### src/rtl/morse_symbol_timer.sv
// morse_symbol_timer
// Turns a debounced key level into Morse timing events: classifies each
// press as dot or dash, packs up to five symbols into a letter code, and
// flags letter and word boundaries from the length of the release gap.
// All outputs come straight from registers; btn_press only reaches them
// through the edge detector and the FSM next-state logic.

module morse_symbol_timer #(
  parameter int TICK_DIV         = 1_000_000, // clock cycles per timing tick
  parameter int DASH_MIN_TICKS   = 20,        // press ticks at/above which a symbol is a dash
  parameter int LETTER_GAP_TICKS = 20,        // release ticks that close a letter
  parameter int WORD_GAP_TICKS   = 50,        // release ticks that close a word
  parameter int CNT_WIDTH        = 8          // duration counter width
) (
  input  logic       clk_100Mhz,
  input  logic       reset_n,
  input  logic       btn_press,
  output logic       sym_valid,
  output logic       sym_is_dash,
  output logic       letter_valid,
  output logic [4:0] letter_code,
  output logic [2:0] letter_len,
  output logic       letter_err,
  output logic       word_end,
  output logic       busy
);

  // Prescaler width; TICK_DIV >= 2 keeps this at least one bit.
  localparam int PW = $clog2(TICK_DIV);

  // Longest letter the code register can hold.
  localparam logic [2:0] MAX_SYMS = 3'd5;

  localparam logic [PW-1:0]        PRESC_LAST = PW'(TICK_DIV - 1);
  localparam logic [CNT_WIDTH-1:0] DASH_TH    = CNT_WIDTH'(DASH_MIN_TICKS);
  localparam logic [CNT_WIDTH-1:0] LETTER_TH  = CNT_WIDTH'(LETTER_GAP_TICKS);
  localparam logic [CNT_WIDTH-1:0] WORD_TH    = CNT_WIDTH'(WORD_GAP_TICKS);

  typedef enum logic [1:0] {
    S_IDLE      = 2'd0,  // no letter pending
    S_PRESS     = 2'd1,  // key held, measuring press length
    S_GAP       = 2'd2,  // key released, letter still open
    S_WORD_WAIT = 2'd3   // letter closed, waiting for the word gap
  } state_t;

  // ---------------------------------------------------------------------
  // Registers
  // ---------------------------------------------------------------------
  logic                 r_btn_q;
  logic [PW-1:0]        r_presc;
  logic [CNT_WIDTH-1:0] r_cnt;

  state_t               r_state;
  logic [4:0]           r_acc_code;
  logic [2:0]           r_acc_len;
  logic                 r_acc_err;

  logic                 r_sym_valid;
  logic                 r_sym_is_dash;
  logic                 r_letter_valid;
  logic [4:0]           r_letter_code;
  logic [2:0]           r_letter_len;
  logic                 r_letter_err;
  logic                 r_word_end;
  logic                 r_busy;

  // ---------------------------------------------------------------------
  // Combinational signals
  // ---------------------------------------------------------------------
  logic                 w_rise;
  logic                 w_fall;
  logic                 w_edge;
  logic                 w_tick;
  logic                 w_cnt_sat;
  logic [CNT_WIDTH-1:0] w_cnt_inc;
  logic                 w_is_dash;
  logic                 w_letter_reached;
  logic                 w_word_reached;

  state_t               w_state_next;
  logic [4:0]           w_acc_code_next;
  logic [2:0]           w_acc_len_next;
  logic                 w_acc_err_next;
  logic                 w_sym_valid_next;
  logic                 w_sym_is_dash_next;
  logic                 w_letter_valid_next;
  logic [4:0]           w_letter_code_next;
  logic [2:0]           w_letter_len_next;
  logic                 w_letter_err_next;
  logic                 w_word_end_next;
  logic                 w_busy_next;

  // Edge detection against the registered key level. btn_q powers up as
  // "pressed" so a key held across reset release cannot start a symbol.
  assign w_rise = btn_press & ~r_btn_q;
  assign w_fall = ~btn_press & r_btn_q;
  assign w_edge = w_rise | w_fall;

  // w_cnt_inc is the duration the counter would hold after this edge had
  // no key edge occurred. Using it (rather than r_cnt) makes a press of
  // exactly DASH_MIN_TICKS*TICK_DIV cycles count as a dash and lets the
  // gap thresholds fire exactly THRESHOLD*TICK_DIV cycles after the fall.
  assign w_tick    = (r_presc == PRESC_LAST);
  assign w_cnt_sat = &r_cnt;
  assign w_cnt_inc = (w_tick && !w_cnt_sat) ? r_cnt + 1'b1 : r_cnt;

  assign w_is_dash        = (w_cnt_inc >= DASH_TH);
  assign w_letter_reached = (w_cnt_inc >= LETTER_TH);
  assign w_word_reached   = (w_cnt_inc >= WORD_TH);

  // Register the key level for edge detection.
  always_ff @(posedge clk_100Mhz or negedge reset_n) begin
    if (!reset_n) begin
      r_btn_q <= 1'b1;
    end else begin
      r_btn_q <= btn_press;
    end
  end

  // Tick prescaler and saturating duration counter, both restarted by any key edge.
  always_ff @(posedge clk_100Mhz or negedge reset_n) begin
    if (!reset_n) begin
      r_presc <= '0;
      r_cnt   <= '0;
    end else if (w_edge) begin
      r_presc <= '0;
      r_cnt   <= '0;
    end else begin
      r_presc <= w_tick ? '0 : r_presc + 1'b1;
      r_cnt   <= w_cnt_inc;
    end
  end

  // FSM state, letter accumulators and registered outputs.
  always_ff @(posedge clk_100Mhz or negedge reset_n) begin
    if (!reset_n) begin
      r_state        <= S_IDLE;
      r_acc_code     <= '0;
      r_acc_len      <= '0;
      r_acc_err      <= 1'b0;
      r_sym_valid    <= 1'b0;
      r_sym_is_dash  <= 1'b0;
      r_letter_valid <= 1'b0;
      r_letter_code  <= '0;
      r_letter_len   <= '0;
      r_letter_err   <= 1'b0;
      r_word_end     <= 1'b0;
      r_busy         <= 1'b0;
    end else begin
      r_state        <= w_state_next;
      r_acc_code     <= w_acc_code_next;
      r_acc_len      <= w_acc_len_next;
      r_acc_err      <= w_acc_err_next;
      r_sym_valid    <= w_sym_valid_next;
      r_sym_is_dash  <= w_sym_is_dash_next;
      r_letter_valid <= w_letter_valid_next;
      r_letter_code  <= w_letter_code_next;
      r_letter_len   <= w_letter_len_next;
      r_letter_err   <= w_letter_err_next;
      r_word_end     <= w_word_end_next;
      r_busy         <= w_busy_next;
    end
  end

  // Next-state, accumulator and output logic; everything holds unless an event changes it.
  always_comb begin
    w_state_next        = r_state;
    w_acc_code_next     = r_acc_code;
    w_acc_len_next      = r_acc_len;
    w_acc_err_next      = r_acc_err;
    w_sym_valid_next    = 1'b0;
    w_sym_is_dash_next  = r_sym_is_dash;
    w_letter_valid_next = 1'b0;
    w_letter_code_next  = r_letter_code;
    w_letter_len_next   = r_letter_len;
    w_letter_err_next   = r_letter_err;
    w_word_end_next     = 1'b0;

    unique case (r_state)
      S_IDLE: begin
        // A stray fall (e.g. key held through reset) is ignored here.
        if (w_rise) begin
          w_state_next = S_PRESS;
        end
      end

      S_PRESS: begin
        if (w_fall) begin
          w_sym_valid_next   = 1'b1;
          w_sym_is_dash_next = w_is_dash;
          w_state_next       = S_GAP;
          if (r_acc_len < MAX_SYMS) begin
            w_acc_code_next = {r_acc_code[3:0], w_is_dash};
            w_acc_len_next  = r_acc_len + 3'd1;
          end else begin
            // Sixth and later symbols are dropped; the letter is flagged.
            w_acc_err_next = 1'b1;
          end
        end
      end

      S_GAP: begin
        if (w_letter_reached) begin
          // Letter closes even if a new press starts on this very cycle;
          // that press then begins with empty accumulators.
          w_letter_valid_next = 1'b1;
          w_letter_code_next  = r_acc_code;
          w_letter_len_next   = r_acc_len;
          w_letter_err_next   = r_acc_err;
          w_acc_code_next     = '0;
          w_acc_len_next      = '0;
          w_acc_err_next      = 1'b0;
          w_state_next        = w_rise ? S_PRESS : S_WORD_WAIT;
        end else if (w_rise) begin
          // Short gap: next symbol of the same letter.
          w_state_next = S_PRESS;
        end
      end

      S_WORD_WAIT: begin
        // Counter keeps running from the original release.
        if (w_word_reached) begin
          w_word_end_next = 1'b1;
          w_state_next    = w_rise ? S_PRESS : S_IDLE;
        end else if (w_rise) begin
          w_state_next = S_PRESS;
        end
      end

      default: begin
        w_state_next = S_IDLE;
      end
    endcase

    // Registered so busy tracks the state register without a decode path.
    w_busy_next = (w_state_next != S_IDLE);
  end

  assign sym_valid    = r_sym_valid;
  assign sym_is_dash  = r_sym_is_dash;
  assign letter_valid = r_letter_valid;
  assign letter_code  = r_letter_code;
  assign letter_len   = r_letter_len;
  assign letter_err   = r_letter_err;
  assign word_end     = r_word_end;
  assign busy         = r_busy;

endmodule

### config.mk
export PLATFORM = sky130hd
export DESIGN_NAME = morse_symbol_timer
export DESIGN_NICKNAME = d
export VERILOG_FILES = /design/src/rtl/morse_symbol_timer.sv
export SDC_FILE = /design/constraint.sdc
export NUM_CORES = 1
export LEC_CHECK = 0
export CAP_MARGIN = 10
export CORE_ASPECT_RATIO = 0.8
export CORE_MARGIN = 3
export CORE_UTILIZATION = 59
export CTS_CLUSTER_DIAMETER = 50
export DETAILED_ROUTE_END_ITERATION = 12
export PLACE_DENSITY = 0.79
export SKIP_LAST_GASP = 1
export SLEW_MARGIN = 20
export SYNTH_ARGS = -nofsm -noshare
export SYNTH_HDL_FRONTEND = slang
export SYNTH_SLANG_ARGS = --single-unit
### constraint.sdc
create_clock -name clk_100Mhz -period 2.94 [get_ports clk_100Mhz]
set_input_delay 0.441 -clock clk_100Mhz [delete_from_list [all_inputs] [get_ports clk_100Mhz]]
set_output_delay 0.441 -clock clk_100Mhz [all_outputs]
set_load 0.01 [all_outputs]
==> qor.yml <==
areaGrowthSynthToFinish_pct: 11.7
drt-pass1-iter-count: 4
drc_errors: 0
cp-start-kind: "flip-flop"
cts_tree: "yes"
syn_nets: 274
max_cap_violations: 0
ys_dominant_reg_cell: "dfrtp_1"
crit_arrival_ns: 2.94
first_global_vias: 1937
clock.fmax_mhz: 366
viasPerCell: 5.81
grt_pass1_wl_mm: 9.25
num_antenna_cells: 0
synth-edff-count: 0
dp.final_hpwl_mm: 3.69
avgSynthCellArea_um2: 10.3
start_util_pct: 63.4
crit_top_cell: "or4_4"
vdd_ir_drop_max_mv: 0.399
drive_above_1_share_pct: 13.3
synth.area.top_cells: "dfrtp_1, mux2_4, nand2_1"
coreArea_mm2: 0.00431
overflow: 0
worstMarginPinSlew_ns: 0.615
fin_crit_sh_pct: 93.0
cts_buffers: 5
clock_skew_ns: 0.0123
yosys.area.top_type_share_pct: 48.5
die_w_um: 82.1
ant_nets: 0
synth_area_mm2: 0.00273
drt-initial-drc-count: 141
end_kind: "flip-flop"
cp_top_family: "simple AND/OR/NAND/NOR gates"
fillerInstances: 313
hold_viol_final: 0
netlist_instances: 266
path_max_fanout: 19
crit_chain: "ha_1 -> nand3_1 -> or4_4 -> or4_4 -> nand4_2 -> o311a_1 -> buf_12 -> mux2_4"
clock-sinks: 54
async_reset_ff_share_pct: 100
place_congestion: 0.874
power.leakage_uw: 0.00131
outcome: "finished, final reports clean"
required_ns: 3.14
wl_per_cell_um: 15.5
grt_util_all_layers_pct: 22.3
p_per_area_mw_per_mm2: 646
synth.distinct_cells: 46
clockRootBuffer: "clkbuf_8"
grt_max_degree: 48
die_h_um: 66.9
placed_cells: 335
ys_seq_elements: 54
seq_area_frac_synth_pct: 49.5
vias: 1994
slowest_stage: "or4_4"
antenna_found_initial: 0
yosysWarnings: 0
port_buffers: 16
slew_headroom_pct: 58.9
slew_viol_final: 0
num_rows: 21
clockBufferDepth: 2
layout.nets: 293
finalSetupTns_ns: 0
postCtsHoldBufs: 0
cts_resized: 0
crit_buf_inv: 1
pin_count: 17
post_cts_buffers: 0
worst_skew_pair.late_latency_ns: 0.32
hp-class: "input port to asynchronous set/reset pin"
crit_path_max_incr_delay_ns: 0.56
stdcell_count: 343
setup_viol_count_final: 0
h-tree-depth: 2
path_clk_slew_ns: 0.10
finalWirelength_mm: 5.31
rsz0062_at_grt: "no"
yosysTopAreaCell: "dfrtp_1"
worst-setup-path-type: "flip-flop to flip-flop"
min_period_ns: 2.74
design.die.area_mm2: 0.00549
[state kept, by name, indices dropped and copies added, names as in the netlist]
register	count
sym_is_dash	1
r_acc_len	3
letter_err	1
r_btn_q	1
r_acc_err	1
r_state	2
busy	1
word_end	1
r_cnt	8
r_acc_code	5
letter_len	3
r_presc	20
sym_valid	1
letter_valid	1
letter_code	5
[where the power goes]
part | switching [uW] | total [uW] | leakage, uW | internal, uW
clock | 244 | 498 | 0.0000514 | 254
sequential | 107 | 985 | 0.000730 | 877
combinational | 217 | 490 | 0.000526 | 273
total | 568 | 1970 | 0.00131 | 1400
[synth_stat cells, types with 2 or more instances]
cell type and count:
xnor2_1 12, nor4_1 4, o21ai_0 7, nand4_1 10, xor2_1 11, mux2_4 9, and3_1 4, nor3_1 6
a21oi_1 6, clkbuf_1 5, a31oi_1 3, buf_6 2, dfrtp_1 53, and2_1 2, or2_2 2, nor2_1 34
nand3_1 5, nor4b_1 2, nand2_1 34, o21ai_2 6, or3_1 4, or4_4 2, ha_1 5, mux2i_1 2
o22ai_2 2, inv_1 11, and4_1 4
[metal layers]
metal | vias up | wire, um | GRT usage, % | share of wire, %
met5 | - | 0 | 0 | 0
met4 | 0 | 102 | 8.71 | 1.9
met3 | 10 | 276 | 4.86 | 5.2
met2 | 61 | 2430 | 32.8 | 46
met1 | 964 | 2500 | 32.0 | 47
li1 | 959 | - | - | -
[layout make-up]
cell class	instances	area, um^2	area share (%)
sequential	54	1350	44.3
clock inverter	2	37.5	1.23
inverter	12	45.0	1.48
tap	57	71.3	2.34
multi-input combinational	192	1270	41.7
clock buffer	6	72.6	2.38
timing repair buffer	20	200	6.56
[stage by stage]
step | worst slack [ns] | area (um^2) | total power (uW) | util [%] | hold WS [ns]
floorplan | 0.321 | 2730 | 1270 | - | 0.145
global placement | 0.283 | 2940 | 1460 | 68.2 | 0.446
detailed placement | 0.211 | 2940 | 1490 | 68.2 | 0.464
CTS | 0.196 | 3050 | 1980 | 70.8 | 0.333
global route | 0.0480 | 3050 | 2090 | 70.8 | 0.157
finish | 0.205 | 3050 | 1970 | 70.8 | 0.119
[layout by cell type, fill, tap and decap left out, types with 2 or more instances in the layout]
master,instances
o22ai_2,2
clkdlybuf4s50_1,15
nand4_1,10
buf_4,4
nand3_1,5
and2_1,2
inv_1,11
xnor2_1,12
and3_1,4
a21oi_1,6
nand2_1,34
or2_2,2
nor3_1,6
o21ai_2,6
xor2_1,11
clkbuf_8,5
or3_1,4
a31oi_1,3
and4_1,4
mux2_4,9
nor4b_1,2
mux2i_1,2
dfrtp_1,53
ha_1,5
o21ai_0,7
nor2_1,34
or4_4,2
nor4_1,4
[cells by family (layout without fill, tap and decap cells)]
family / Yosys count / after routing / share of synthesized area (%)
and+or+nand+nor: 119 / 119 / 21.9
xor gates and xnor gates: 23 / 23 / 7.37
muxes: 12 / 12 / 6.09
buffers and inverters: 20 / 40 / 3.89
adders and majority gates: 5 / 5 / 2.29
DFF: 54 / 54 / 49.5
AOI/OAI and AO/OA: 33 / 33 / 8.97
[worst register-to-register path, delay by kind of cell (launching register included)]
family,cells,cell delay [ns]
buffers and inverters,1,0.20
adders and majority gates,1,0.21
AOI/OAI and AO/OA,1,0.21
and+or+nand+nor,4,1.31
muxes,1,0.32
DFF,1,0.39
[worst paths after layout]
| path | from | to | slack (ns) | depth (start not counted) |
|---|---|---|---|---|
| max in group asynchronous | reset_n | letter_code[2] | 2.28 | 2 |
| max | r_presc[0] | letter_code[0] | 0.20 | 8 |
| min | reset_n | r_cnt[6] | 0.12 | 1 |
| min in group clk_100Mhz | r_presc[0] | r_presc[0] | 0.48 | 1 |
| min reg2reg | r_presc[0] | r_presc[0] | 0.48 | 1 |
| max reg2reg | r_presc[0] | letter_code[0] | 0.20 | 8 |
Note: power is estimated with default switching activity, not from simulation.
